--- config.mk ---
export PLATFORM = sky130hd
export DESIGN_NAME = tdm_frame_bridge_flat
export DESIGN_NICKNAME = d
export VERILOG_FILES = /design/src/rtl/tdm_frame_bridge_pkg.sv /design/src/rtl/tdm_frame_bridge_if.sv /design/src/rtl/tdm_frame_bridge_tx_convert.sv /design/src/rtl/tdm_frame_bridge.sv /design/src/flat_wrapper.sv
export SDC_FILE = /design/constraint.sdc
export NUM_CORES = 1
export LEC_CHECK = 0
export ABC_AREA = 1
export CAP_MARGIN = 20
export CORE_AREA = 2 2 227 229
export CTS_CLUSTER_SIZE = 12
export DETAILED_ROUTE_END_ITERATION = 16
export DIE_AREA = 0 0 229 231
export DONT_BUFFER_PORTS = 1
export PLACE_DENSITY = 0.67
export SLEW_MARGIN = 20
export SYNTH_ARGS = -nofsm -noshare
export SYNTH_HDL_FRONTEND = slang
export SYNTH_SLANG_ARGS = --single-unit
--- constraint.sdc ---
create_clock -name clk -period 4.17 [get_ports clk]
set_input_delay 0.834 -clock clk [delete_from_list [all_inputs] [get_ports clk]]
set_output_delay 0.834 -clock clk [all_outputs]
set_load 0.01 [all_outputs]
--- src/rtl/tdm_frame_bridge_pkg.sv ---
// rtl/tdm_frame_bridge_pkg.sv - shared sizes, sample types and RX conversion for the TDM frame bridge
package nanomixer_tdm_pkg;

  localparam int NUM_CHANNELS   = 8;
  localparam int DATA_WIDTH     = 36;
  localparam int AUDIO_WIDTH    = 24;
  localparam int SLOT_BITS      = 32;
  localparam int HEADROOM_SHIFT = 10;
  localparam int SLOT_W         = $clog2(NUM_CHANNELS);
  localparam int BIT_W          = $clog2(SLOT_BITS);

  typedef logic [DATA_WIDTH-1:0]  dsp_sample_t;
  typedef logic [AUDIO_WIDTH-1:0] audio_sample_t;

  typedef enum logic {
    HUNT = 1'b0,
    RUN  = 1'b1
  } frame_state_t;

  // Serial audio word into DSP headroom format: sign-extend, then left-justify by the headroom shift.
  function automatic dsp_sample_t rx_convert(audio_sample_t s);
    dsp_sample_t ext;
    ext = {{(DATA_WIDTH-AUDIO_WIDTH){s[AUDIO_WIDTH-1]}}, s};
    return ext << HEADROOM_SHIFT;
  endfunction

endpackage

--- src/rtl/tdm_frame_bridge_if.sv ---
// rtl/tdm_frame_bridge_if.sv - serial TDM link between the codec front end and the frame bridge
interface tdm_frame_bridge_if;

  logic bit_en;
  logic fsync;
  logic sdin;
  logic sdout;

  modport master (
    output bit_en,
    output fsync,
    output sdin,
    input  sdout
  );

  modport slave (
    input  bit_en,
    input  fsync,
    input  sdin,
    output sdout
  );

endinterface

--- src/rtl/tdm_frame_bridge_tx_convert.sv ---
// rtl/tdm_frame_bridge_tx_convert.sv - DSP word to TX slot word
// TDM_TX_SAT_EN defined: saturate to the signed audio range; undefined: take the window bits (wraps).
module tdm_tx_convert
  import nanomixer_tdm_pkg::*;
(
  input  dsp_sample_t   sample_i,
  output audio_sample_t audio_o
);

`ifdef TDM_TX_SAT_EN
  localparam logic signed [DATA_WIDTH-1:0] SAT_MAX = DATA_WIDTH'(2 ** (AUDIO_WIDTH - 1) - 1);
  localparam logic signed [DATA_WIDTH-1:0] SAT_MIN = ~SAT_MAX;

  logic signed [DATA_WIDTH-1:0] shifted;

  assign shifted = $signed(sample_i) >>> HEADROOM_SHIFT;

  always_comb begin
    audio_o = shifted[AUDIO_WIDTH-1:0];
    if (shifted > SAT_MAX) begin
      audio_o = SAT_MAX[AUDIO_WIDTH-1:0];
    end else if (shifted < SAT_MIN) begin
      audio_o = SAT_MIN[AUDIO_WIDTH-1:0];
    end
  end
`else
  logic unused_bits;

  assign audio_o     = sample_i[HEADROOM_SHIFT+AUDIO_WIDTH-1:HEADROOM_SHIFT];
  assign unused_bits = ^{sample_i[DATA_WIDTH-1:HEADROOM_SHIFT+AUDIO_WIDTH],
                         sample_i[HEADROOM_SHIFT-1:0]};
`endif

endmodule

--- src/rtl/tdm_frame_bridge.sv ---
// rtl/tdm_frame_bridge.sv - 8-slot TDM <-> DSPCore frame bridge (RX assemble + start, TX capture + serialize)
// TX saturation is selected by TDM_TX_SAT_EN inside tdm_tx_convert.
module tdm_frame_bridge
  import nanomixer_tdm_pkg::*;
(
  input  logic              clk,
  input  logic              reset,
  tdm_frame_bridge_if.slave tdm,
  output logic              start,
  output dsp_sample_t       inputs  [NUM_CHANNELS],
  input  dsp_sample_t       outputs [NUM_CHANNELS],
  output logic              locked,
  output logic              frame_err
);

  localparam logic [SLOT_W-1:0] LAST_SLOT = SLOT_W'(NUM_CHANNELS - 1);
  localparam logic [BIT_W-1:0]  LAST_BIT  = BIT_W'(SLOT_BITS - 1);
  localparam logic [BIT_W-1:0]  PAD_BIT   = BIT_W'(AUDIO_WIDTH);

  frame_state_t         state_q, state_d;
  logic [SLOT_W-1:0]    slot_q, slot_d;
  logic [BIT_W-1:0]     bit_q, bit_d;
  logic [SLOT_BITS-2:0] shreg_q, shreg_d;
  audio_sample_t        rx_buf_q [NUM_CHANNELS];
  audio_sample_t        rx_buf_d [NUM_CHANNELS];
  dsp_sample_t          inputs_q [NUM_CHANNELS];
  dsp_sample_t          inputs_d [NUM_CHANNELS];
  audio_sample_t        tx_buf_q [NUM_CHANNELS];
  audio_sample_t        tx_buf_d [NUM_CHANNELS];
  audio_sample_t        tx_conv  [NUM_CHANNELS];
  logic                 start_q, start_d;
  logic                 sdout_q, sdout_d;
  logic                 err_q, err_d;

  logic                 accept;
  logic                 at_boundary;
  logic [SLOT_W-1:0]    cur_slot;
  logic [BIT_W-1:0]     cur_bit;
  audio_sample_t        rx_word;
  audio_sample_t        tx_word;
  audio_sample_t        tx_shift;

  for (genvar k = 0; k < NUM_CHANNELS; k++) begin : g_tx_conv
    tdm_tx_convert u_tx_convert (
      .sample_i (outputs[k]),
      .audio_o  (tx_conv[k])
    );
  end

  // Shift register holds the first SLOT_BITS-1 bits of the slot; the audio word is complete before sdin's pad bit.
  assign rx_word     = shreg_q[SLOT_BITS-2 -: AUDIO_WIDTH];
  assign at_boundary = (slot_q == '0) && (bit_q == '0);

  always_comb begin
    state_d  = state_q;
    slot_d   = slot_q;
    bit_d    = bit_q;
    shreg_d  = shreg_q;
    rx_buf_d = rx_buf_q;
    inputs_d = inputs_q;
    tx_buf_d = tx_buf_q;
    start_d  = 1'b0;
    err_d    = 1'b0;
    sdout_d  = sdout_q;
    accept   = 1'b0;
    cur_slot = slot_q;
    cur_bit  = bit_q;
    tx_word  = '0;
    tx_shift = '0;

    if (start_q) begin
      tx_buf_d = tx_conv;
    end

    if (tdm.bit_en) begin
      case (state_q)
        HUNT: begin
          if (tdm.fsync) begin
            state_d  = RUN;
            accept   = 1'b1;
            cur_slot = '0;
            cur_bit  = '0;
          end
        end
        RUN: begin
          if (tdm.fsync) begin
            err_d    = !at_boundary;
            accept   = 1'b1;
            cur_slot = '0;
            cur_bit  = '0;
          end else if (at_boundary) begin
            state_d = HUNT;
            err_d   = 1'b1;
            sdout_d = 1'b0;
          end else begin
            accept = 1'b1;
          end
        end
        default: state_d = HUNT;
      endcase
    end

    if (accept) begin
      shreg_d = {shreg_q[SLOT_BITS-3:0], tdm.sdin};
      // During the start cycle the capture has not landed yet, so transmit straight from the converters.
      tx_word  = start_q ? tx_conv[cur_slot] : tx_buf_q[cur_slot];
      tx_shift = tx_word << cur_bit;
      sdout_d  = (cur_bit < PAD_BIT) ? tx_shift[AUDIO_WIDTH-1] : 1'b0;
      slot_d   = cur_slot;
      bit_d    = cur_bit + 1'b1;
      if (cur_bit == LAST_BIT) begin
        rx_buf_d[cur_slot] = rx_word;
        bit_d              = '0;
        slot_d             = (cur_slot == LAST_SLOT) ? '0 : cur_slot + 1'b1;
        if (cur_slot == LAST_SLOT) begin
          start_d = 1'b1;
          for (int k = 0; k < NUM_CHANNELS; k++) begin
            inputs_d[k] = rx_convert((k == NUM_CHANNELS - 1) ? rx_word : rx_buf_q[k]);
          end
        end
      end
    end
  end

  always_ff @(posedge clk) begin
    if (!reset) begin
      state_q <= HUNT;
      slot_q  <= '0;
      bit_q   <= '0;
      shreg_q <= '0;
      start_q <= 1'b0;
      sdout_q <= 1'b0;
      err_q   <= 1'b0;
      for (int k = 0; k < NUM_CHANNELS; k++) begin
        rx_buf_q[k] <= '0;
        inputs_q[k] <= '0;
        tx_buf_q[k] <= '0;
      end
    end else begin
      state_q  <= state_d;
      slot_q   <= slot_d;
      bit_q    <= bit_d;
      shreg_q  <= shreg_d;
      start_q  <= start_d;
      sdout_q  <= sdout_d;
      err_q    <= err_d;
      rx_buf_q <= rx_buf_d;
      inputs_q <= inputs_d;
      tx_buf_q <= tx_buf_d;
    end
  end

  assign start     = start_q;
  assign frame_err = err_q;
  assign locked    = (state_q == RUN);
  assign inputs    = inputs_q;
  assign tdm.sdout = sdout_q;

endmodule

--- src/flat_wrapper.sv ---
// flat-port wrapper written by rule: the top's interface ports become plain ports
module tdm_frame_bridge_flat import nanomixer_tdm_pkg::*;
  (clk, reset, start, inputs, outputs, locked, frame_err, tdm_bit_en, tdm_fsync, tdm_sdin, tdm_sdout);
  tdm_frame_bridge_if tdm_i ();
  input  logic clk;
  input  logic reset;
  output logic start;
  output dsp_sample_t inputs[NUM_CHANNELS];
  input  dsp_sample_t outputs[NUM_CHANNELS];
  output logic locked;
  output logic frame_err;
  input wire logic [$bits(tdm_i.bit_en)-1:0] tdm_bit_en;
  input wire logic [$bits(tdm_i.fsync)-1:0] tdm_fsync;
  input wire logic [$bits(tdm_i.sdin)-1:0] tdm_sdin;
  output wire logic [$bits(tdm_i.sdout)-1:0] tdm_sdout;
  assign tdm_i.bit_en = tdm_bit_en;
  assign tdm_i.fsync = tdm_fsync;
  assign tdm_i.sdin = tdm_sdin;
  assign tdm_sdout = tdm_i.sdout;
  tdm_frame_bridge u_core (.clk(clk), .reset(reset), .tdm(tdm_i), .start(start), .inputs(inputs), .outputs(outputs), .locked(locked), .frame_err(frame_err));
endmodule
* Word-level counts from Yosys, hierarchy flattened *
Cells that the tools add are included.

operators by class
  add/subtract/negate cells = 2
  multipliers = 0
  divide/modulo/power cells = 0
  magnitude comparators = 3
  equal/unequal tests = 3
  shift operators = 1
  muxes and demuxes = 31
  bitwise logic cells = 2
  reductions and logical operators = 13

operators with widths
  cell                                                                          count
  192-bit bitwise mux                                                           1
  24-bit binary-select mux with 3-bit select                                    2
  24-bit 2-to-1 mux                                                             6
  24-bit demux with 3-bit select                                                1
  24-bit by 5-bit left shift with 24-bit output                                 1
  5-bit 2-to-1 mux                                                              3
  1-bit 2-to-1 mux                                                              13
  3-bit 2-to-1 mux                                                              4
  3-bit AND reduction                                                           3
  2-bit nonzero test                                                            3
  5-bit by 1-bit adder with 5-bit output, second input constant                 1
  5-bit == test, second input constant                                          1
  5-bit zero test                                                               1
  5-bit less-than comparator, second input constant                             1
  4-bit greater-or-equal comparator, second input constant                      1
  4-bit by 1-bit less-than comparator with 1-bit output, second input constant  1
  3-bit inverter with 4-bit output                                              1
  4-bit AND reduction                                                           1
  3-bit by 1-bit adder with 3-bit output, second input constant                 1
  3-bit == test, second input constant                                          1
  3-bit zero test                                                               1
  1-bit logical AND                                                             2
  2-bit by 1-bit inequality test with 1-bit output, second input constant       1
  1-bit one-hot mux with 2 select lines                                         1
  3 further kinds                                                               3

word-level totals
  bits in registers = 619
  bits in latches = 0
  RAM bits = 0
  memory bits (read-only) = 0
  input port bits = 293
  output and inout port bits = 292
  memories = 0

* Longest topological paths before layout *
Gate-level depths: netlist of the first run.

  depth after elaboration = 10
  mapped depth = 19
  gate-level depth less buffers = 17

* Hierarchy *
A second synthesis of the first run with hierarchy kept.

second synthesis, totals
  cells, all modules = 3898
  area, all modules = 27282.4 µm²

by module, submodules not included
  module            times used  cells an instance  area an instance (µm²)  sequential area each (µm²)
  tdm_frame_bridge  1           3706               25841.0                 11911.4
  tdm_tx_convert    8           24                 180.2                   0.0

* Worst setup path before layout of the first run *
No wires, ideal clock.

  path kind = input-to-reg
  start = input port tdm_fsync
  end = register u_core.rx_buf_q[123] in the netlist's numbering
  arrival time = 2.951 ns
  data required time = 4.046 ns
  path slack = 1.095 ns
  stages on the path = 18
  path buffers = 4
  cell sequence = nand2_4 -> buf_8 -> inv_1 -> nor2_2 -> buf_2 -> ha_1 -> nand2_1 -> nor2_1 -> ha_1 -> inv_1 -> nor2_4 -> inv_2 -> nor2_1 -> inv_2 -> nor2_1 -> buf_2 -> buf_4 -> a21oi_1

on the way
  longest elaborated chain between the ends = 8

ends and longest elaborated chain
  item                                                                                                                                     line                                            RTL
  start, declared                                                                                                                          flat_wrapper.sv:13                              input wire logic [$bits(tdm_i.fsync)-1:0] tdm_fsync;
  3-bit 2-to-1 mux                                                                                                                         tdm_frame_bridge.sv:78, tdm_frame_bridge.sv:86
  3-bit 2-to-1 mux                                                                                                                         tdm_frame_bridge.sv:75                          if (tdm.bit_en) begin
  3-bit inverter with 4-bit output (implied by the code)                                                                                   tdm_frame_bridge.sv:112                         rx_buf_d[cur_slot] = rx_word;
  4-bit greater-or-equal comparator (implied by the code) / 4-bit by 1-bit less-than comparator with 1-bit output (equally long branches)  tdm_frame_bridge.sv:112
  1-bit logical AND (implied by the code)                                                                                                  tdm_frame_bridge.sv:112
  24-bit 2-to-1 mux (implied by the code)                                                                                                  tdm_frame_bridge.sv:112
  24-bit demux with 3-bit select                                                                                                           tdm_frame_bridge.sv:112
  192-bit bitwise mux                                                                                                                      tdm_frame_bridge.sv:112
  end signal, assigned                                                                                                                     tdm_frame_bridge.sv:147                         rx_buf_q <= rx_buf_d;
  end, declared                                                                                                                            tdm_frame_bridge.sv:24                          audio_sample_t rx_buf_q [NUM_CHANNELS];

Parallel ways exist; a longest one is shown, timed or not.
A chain may end at the register's enable or synchronous reset.

* Final worst setup path of the first run *
  start = register u_core.slot_q[1]
  end = register u_core.inputs_q, in the netlist u_core.inputs[212]

on the way
  longest elaborated chain between the ends = 7

ends and longest elaborated chain
  item                                   line                     RTL
  start, declared                        tdm_frame_bridge.sv:21   logic [SLOT_W-1:0] slot_q, slot_d;
  start signal, assigned                 tdm_frame_bridge.sv:141  slot_q <= slot_d;
  3-bit zero test                        tdm_frame_bridge.sv:52   assign at_boundary = (slot_q == '0) && (bit_q == '0);
  1-bit logical AND                      tdm_frame_bridge.sv:52
  1-bit 2-to-1 mux                       tdm_frame_bridge.sv:91   end else if (at_boundary) begin
  1-bit 2-to-1 mux                       tdm_frame_bridge.sv:86   if (tdm.fsync) begin
  1-bit one-hot mux with 2 select lines  tdm_frame_bridge.sv:76   case (state_q)
  1-bit 2-to-1 mux                       tdm_frame_bridge.sv:75
  3-bit AND reduction (no line) *        n/a
  end signal, assigned                   tdm_frame_bridge.sv:148  inputs_q <= inputs_d;
  end, declared                          tdm_frame_bridge.sv:26   dsp_sample_t inputs_q [NUM_CHANNELS];

Every way passes the cells marked *; elsewhere a longest branch is shown, timed or not.

==> reports/metrics.cfg, run 1 <==
[synthesis]
yosysMostFrequentCell=dfxtp_1
synth_area_leader_cell=dfxtp_1
yosysSeqAreaShare_pct=47.2
synth_top_area_share_pct=47.2
synth_area_leaders=dfxtp_1 (47%), a21oi_1 (9.8%), o21ai_0 (8.5%)
synth_ff_type=dfxtp_1
syn_area_um2=25300
synth_common_cells=dfxtp_1 (595), nand2_1 (534), a21oi_1 (492)
async_reset_ff_share_pct=0
synth_cell_types=35
synth_edf_count=0
syn_inst=3449
yosysWarningCount=0
synth_seq_cells=595
synth_area_per_cell_um2=7.32

[grt]
grtUsageTotal_pct=28.1
grt_pass1_vias=21100
grt_pass1_wl_um=119000
grt_start_max_net_pins=392
gr-total-overflow=0
grt_antenna_before_repair=2

[clock_tree]
cts_tree=yes
clock-sinks=595
ctsResizeCount=0
htreeDepth=3
cts.clk_slew.worst_paths_ns=0.06
clock_latency_ns=0.62
cts_max_path_buffers=3
ctsRootBufferMaster=clkbuf_16
cts_buffers=66
cts_hold_buf=0
postCtsSetupRepairBufs=0

[worst_setup_path]
reg2reg_slack_ns=0.94
cp-startpoint=u_core.slot_q[1]$_SDFFE_PN0P_
arrival_ns=3.77
worstSetupEndpoint=u_core.inputs[212]$_SDFFE_PN0P_
ff2ff_path_depth=13
r2r_end=u_core.inputs[212]$_SDFFE_PN0P_
reg2reg_from=u_core.slot_q[1]$_SDFFE_PN0P_
worstSetupStartpointType=register
path_max_fanout=192
worstSetupPathType=register to register
required_ns=4.71
endpoint_kind=register

[layout]
final_nets=3547
drive_gt1_share_pct=5.26
area_growth_pct=6.68
instances_no_fill=3972
final_core_util_pct=53.2
stdcell_area_um2=26900

[sta]
maxSlewViolCount=0
fin_hold_ws_ns=0.364
maxSlewHeadroom_pct=34.7
setup-tns-final_ns=0
fin_crit_ns=3.23
rsz0062_at_grt=false
worstMarginPinSlew_ns=0.980
finalSetupViolations=0
fmax_mhz=309
fin_crit_sh_pct=77.5
finalHoldViolCount=0
fin_skew_ns=0.0212

[pwr]
leakage_nw=10.5
ir_drop_uv=317
powerDensity_nw_per_um2=441

[outcome]
outcome=completed

[placed_design]
dpl_cell_area_um2=24800
portBuffers=0
post-place-cells=3861
gp_congestion=0.837
dp_hpwl_um=46900

[job]
cap_violations=0

[floorplan]
core_um2=50700
start_util_pct=49.8
die_width_um=229
num_rows=83
ios=585
die_h_um=231
dieArea_um2=52900

[route]
drtAntennaViolNets=0
first_pass_iters=9
routed_via_density=5.77
drt_iter0_drc=2293
vias=22900
drcViolationCount=0
wl_per_cell_um=19.6
routed_wl_um=77900

[hold_path]
min_path_type=input pin to register

-- worst max-delay path: stages (launching register included) --
cell	delay [ns]
dfxtp_1	0.31
buf_4	0.27
inv_2	0.16
nand3_1	0.11
nor3_1	0.09
ha_1	0.19
nand2_1	0.06
inv_1	0.08
a21oi_4	0.34
inv_2	0.09
nor2_4	0.21
buf_12	0.59
nand3_1	0.25
a21oi_1	0.23
-- stage by stage --
step                      setup WS [ns]  total power [mW]
after CTS                         0.963              11.9
final                             0.938              11.9
after global routing              0.650              12.2
after detailed placement          0.495              6.27
after global placement            0.582              6.26
after floorplan                    1.09              6.21
-- layer usage --
layer	share of wire, %	track usage [%]	vias up
met3	9.5	7.66	192
li1	-	-	10900
met4	4.2	13.6	0
met2	44	42.9	1047
met1	42	36.9	10800
met5	0	0	-
-- state kept, by name (all words and copies together) (netlist names) --
register	flops
u_core.inputs	192
u_core.locked	1
u_core.bit_q	5
u_core.tdm.sdout	1
u_core.tx_buf_q	192
u_core.start	1
u_core.rx_buf_q	168
u_core.slot_q	3
u_core.frame_err	1
u_core.shreg_q	31
-- logic make-up (layout without fill, tap and decap cells) --
kind of cell	after synthesis	count (layout)	synth area share, %
and+or+nand+nor	1293	1293	21.9
AOI/OAI and AO/OA	975	975	19.6
DFF	595	595	47.2
buffers and inverters	579	340	11.0
adders and majority gates	5	5	0.248
other	1	83	0.0148
xor gates and xnor gates	1	1	0.0347
-- power breakdown --
| group | internal (mW) | switching [mW] |
|---|---|---|
| clock | 3.30 | 2.42 |
| combinational | 0.0813 | 0.326 |
| sequential | 5.72 | 0.0277 |
| total | 9.09 | 2.78 |
-- cell usage in the layout (no fill, tap or decap), types with 4 or more instances in the layout --
cell type	Yosys	final
a211oi_1	4	4
a21oi_1	492	492
buf_12	0	8
buf_4	105	30
clkbuf_1	173	10
clkbuf_16	0	67
clkbuf_8	0	11
clkinv_2	0	9
conb_1	1	80
dfxtp_1	595	593
ha_1	5	4
inv_1	185	184
inv_2	9	8
nand2_1	534	533
nand3_1	424	424
nand3b_1	6	6
nand4_1	26	26
nor2_1	283	280
nor2_4	1	6
o211ai_1	12	12
o21ai_0	429	429
o21ai_1	25	25
o22ai_1	9	9
or2_2	8	8
-- layout make-up --
type                    count  area (um^2)
well taps                 680          851
clock inverters            20          244
fillers                  4938        23700
multi-input cells        2354        10900
repair buffers             38          385
diodes                      3         7.51
inverters                 194          738
flip-flops and latches    595        11900
clock buffers              88         1870
-- how the worst min path moves through the flow --
stage | start | slack (ns) | end | cells past startpoint
4_1_cts | outputs[92] | 0.33 | u_core.tx_buf_q[58]$_SDFFE_PN0P_ | 2
2_1_floorplan | u_core.tx_buf_q[191]$_SDFFE_PN0P_ | 0.43 | u_core.tx_buf_q[191]$_SDFFE_PN0P_ | 2
5_1_grt | outputs[272] | 0.35 | u_core.tx_buf_q[178]$_SDFFE_PN0P_ | 2
3_3_place_gp | u_core.shreg_q[1]$_SDFFE_PN0P_ | 0.44 | u_core.shreg_q[1]$_SDFFE_PN0P_ | 2
6_report | outputs[134] | 0.36 | u_core.tx_buf_q[88]$_SDFFE_PN0P_ | 2
3_5_place_dp | u_core.tx_buf_q[191]$_SDFFE_PN0P_ | 0.44 | u_core.tx_buf_q[191]$_SDFFE_PN0P_ | 2
No activity file was read; power rests on OpenSTA's default activity.
==> run 2: changes to the inputs <==
PLACE_DENSITY = 0.7   (was 0.67)
clock period = 2.9 ns   (was 4.17 ns; I/O delays follow)
==> reports/metrics.cfg, run 2 (same netlist as run 1, synthesis figures left out) <==
[outcome]
outcome=completed

[worst_setup_path]
slowest_delay_ns=0.48  ; -0.11 ns
ff2ff_path_depth=12  ; -1
slowest_stage=buf_4
endpoint_kind=register
worstSetupStartpointType=register
crit_buf_inv=4  ; -1
worstPathCellList=inv_1 > nand3_1 > nor3_1 > ha_1 > nand2_1 > inv_1 > a21oi_4 > inv_2 > buf_4 > a21oi_1 > or2_2 > a21oi_1
path_max_fanout=64  ; -67%
worstSetupPathType=register to register
reg2reg_slack_ns=0.29  ; -0.65 ns
required_ns=3.43  ; -1.28 ns
critPathTopFamily=simple AND/OR/NAND/NOR gates
reg2reg_from=u_core.slot_q[0]$_SDFFE_PN0P_
r2r_end=u_core.slot_q[2]$_SDFFE_PN0P_
arrival_ns=3.14  ; -0.63 ns

[sta]
setup-tns-final_ns=0  ; unchanged
finalHoldViolCount=0  ; unchanged
fin_crit_ns=2.61  ; -0.621 ns
worstMarginPinSlew_ns=1.02  ; +0.0393 ns
maxSlewViolCount=0  ; unchanged
fmax_mhz=383  ; +24%
maxSlewHeadroom_pct=32.1  ; -2.6 points
fin_hold_ws_ns=0.112  ; -0.252 ns
finalSetupViolations=0  ; unchanged
fin_skew_ns=0.0207  ; -0.000523 ns
rsz0062_at_grt=false
fin_crit_sh_pct=90.0  ; +13 points

[grt]
grt_antenna_before_repair=5  ; +3
grt_pass1_wl_um=121000  ; +1.8%
gr-total-overflow=0  ; unchanged
grtUsageTotal_pct=28.6  ; +0.52 points
grt_pass1_vias=20800  ; -1.6%
grt_start_max_net_pins=392  ; unchanged

[layout]
drive_gt1_share_pct=6.64  ; +1.4 points
layout_commonest_cell=dfxtp_1
final_nets=3595  ; +1.4%
nFillCells=4866  ; -1.5%
area_growth_pct=9.73
mostFrequentLayoutCells=dfxtp_1 (593), nand2_1 (533), a21oi_1 (492), o21ai_0 (429), nand3_1 (424)

[floorplan]
ios=585  ; unchanged
num_rows=83  ; unchanged
dieArea_um2=52900  ; unchanged
die_h_um=231  ; unchanged
start_util_pct=49.8  ; unchanged
core_um2=50700  ; unchanged
die_width_um=229  ; unchanged

[hold_path]
hold_path_startpoint=outputs[10]
hold_depth=2  ; unchanged
min_path_type=input pin to register
hold_end=u_core.tx_buf_q[0]$_SDFFE_PN0P_

[route]
drcViolationCount=0  ; unchanged
drtAntennaViolNets=0  ; unchanged
vias=22700  ; -0.95%
first_pass_iters=6  ; -3
routed_wl_um=78200  ; +0.31%
wl_per_cell_um=19.4  ; -1.1%
routed_via_density=5.64  ; -2.3%
drt_iter0_drc=2431  ; +6.0%

[clock_tree]
ctsResizeCount=0  ; unchanged
cts_hold_buf=0  ; unchanged
htreeDepth=3  ; unchanged
postCtsSetupRepairBufs=0  ; unchanged
cts.clk_slew.worst_paths_ns=0.06  ; about the same
cts_buffers=67  ; +1.5%
clock-sinks=595  ; unchanged
ctsRootBufferMaster=clkbuf_16
cts_tree=yes
clock_latency_ns=0.60  ; -0.02 ns
cts_max_path_buffers=3  ; unchanged

[placed_design]
portBuffers=0  ; unchanged
gp_congestion=0.850  ; +1.5%
dp_hpwl_um=48600  ; +3.6%

[pwr]
powerDensity_nw_per_um2=619  ; +41%
leakage_nw=10.8  ; +3.5%
ir_drop_uv=446  ; +41%

[job]
cap_violations=0  ; unchanged

run 2: cell types whose count changed in the layout (fill, tap and decap cells not counted), moves of 2 or more:
| cell | before | now |
|---|---|---|
| buf_4 | 30 | 45 |
| inv_6 | 3 | 6 |
| clkinv_2 | 9 | 6 |
| clkbuf_16 | 67 | 69 |
| clkbuf_1 | 10 | 16 |
| nor2_4 | 6 | 3 |
| nor2_2 | 2 | 5 |
| inv_16 | 3 | 1 |
| buf_12 | 8 | 40 |
| clkbuf_8 | 11 | 15 |
run 2: worst max path at each step:
stage                                   from                           endpoint  slack [ns]  depth (start not counted)
6_report       u_core.slot_q[0]$_SDFFE_PN0P_      u_core.slot_q[2]$_SDFFE_PN0P_        0.29                         12
5_1_grt        u_core.slot_q[0]$_SDFFE_PN0P_      u_core.slot_q[1]$_SDFFE_PN0P_        0.05                         12
4_1_cts        u_core.slot_q[0]$_SDFFE_PN0P_      u_core.slot_q[1]$_SDFFE_PN0P_        0.23                         12
3_5_place_dp                       tdm_fsync   u_core.rx_buf_q[90]$_SDFFE_PN0P_        0.15                         16
3_3_place_gp                       tdm_fsync      u_core.tdm.sdout$_SDFFE_PN0P_        0.17                         18
2_1_floorplan                      tdm_fsync  u_core.rx_buf_q[123]$_SDFFE_PN0P_        0.08                         18
run 2: metrics by stage:
| step | power [mW] | std cells | instance area [um^2] | setup WS (ns) | utilization [%] |
|---|---|---|---|---|---|
| 6_report | 17.2 | 4028 | 27700 | 0.289 | 54.7 |
| 5_1_grt | 17.6 | 4026 | 27700 | 0.0486 | 54.7 |
| 4_1_cts | 17.2 | 4024 | 27700 | 0.233 | 54.7 |
| 3_5_place_dp | 9.03 | 3908 | 25600 | 0.151 | 50.4 |
| 3_3_place_gp | 9.02 | 3908 | 25600 | 0.175 | 50.4 |
| 2_1_floorplan | 8.93 | 3528 | 25600 | 0.0789 | - |
run 2: final cells by class:
type	count	area [um^2]	share of cell area, %
Antenna cell	4	10.0	0.0361
Sequential cell	595	11900	43.0
Inverter	194	738	2.66
Timing Repair Buffer	85	1140	4.11
Clock inverter	16	145	0.524
Tap cell	680	851	3.07
Clock buffer	100	1990	7.19
Multi-Input combinational cell	2354	10900	39.4
run 2: layer usage:
layer  vias to the layer above  track usage, %  share of wire, %
met5                         -               0                 0
met4                         0            11.2               3.8
met3                       170            6.67               8.6
met2                       963            43.3                44
met1                     10500            39.5                44
li1                      11000               -                 -
run 2: worst register-to-register path: cells and delay by family, from the launching register on:
kind            cells  cell delay [ns]
flops               1             0.34
buf+inv             4             0.81
compound gates      3             0.33
simple gates        4             0.84
fa+ha+maj           1             0.22
run 2: report_power, final:
group / leakage [nW] / switching (mW) / internal [mW]
combinational: 4.97 / 0.475 / 0.128
clock: 1.05 / 3.44 / 4.86
sequential: 4.80 / 0.0371 / 8.22
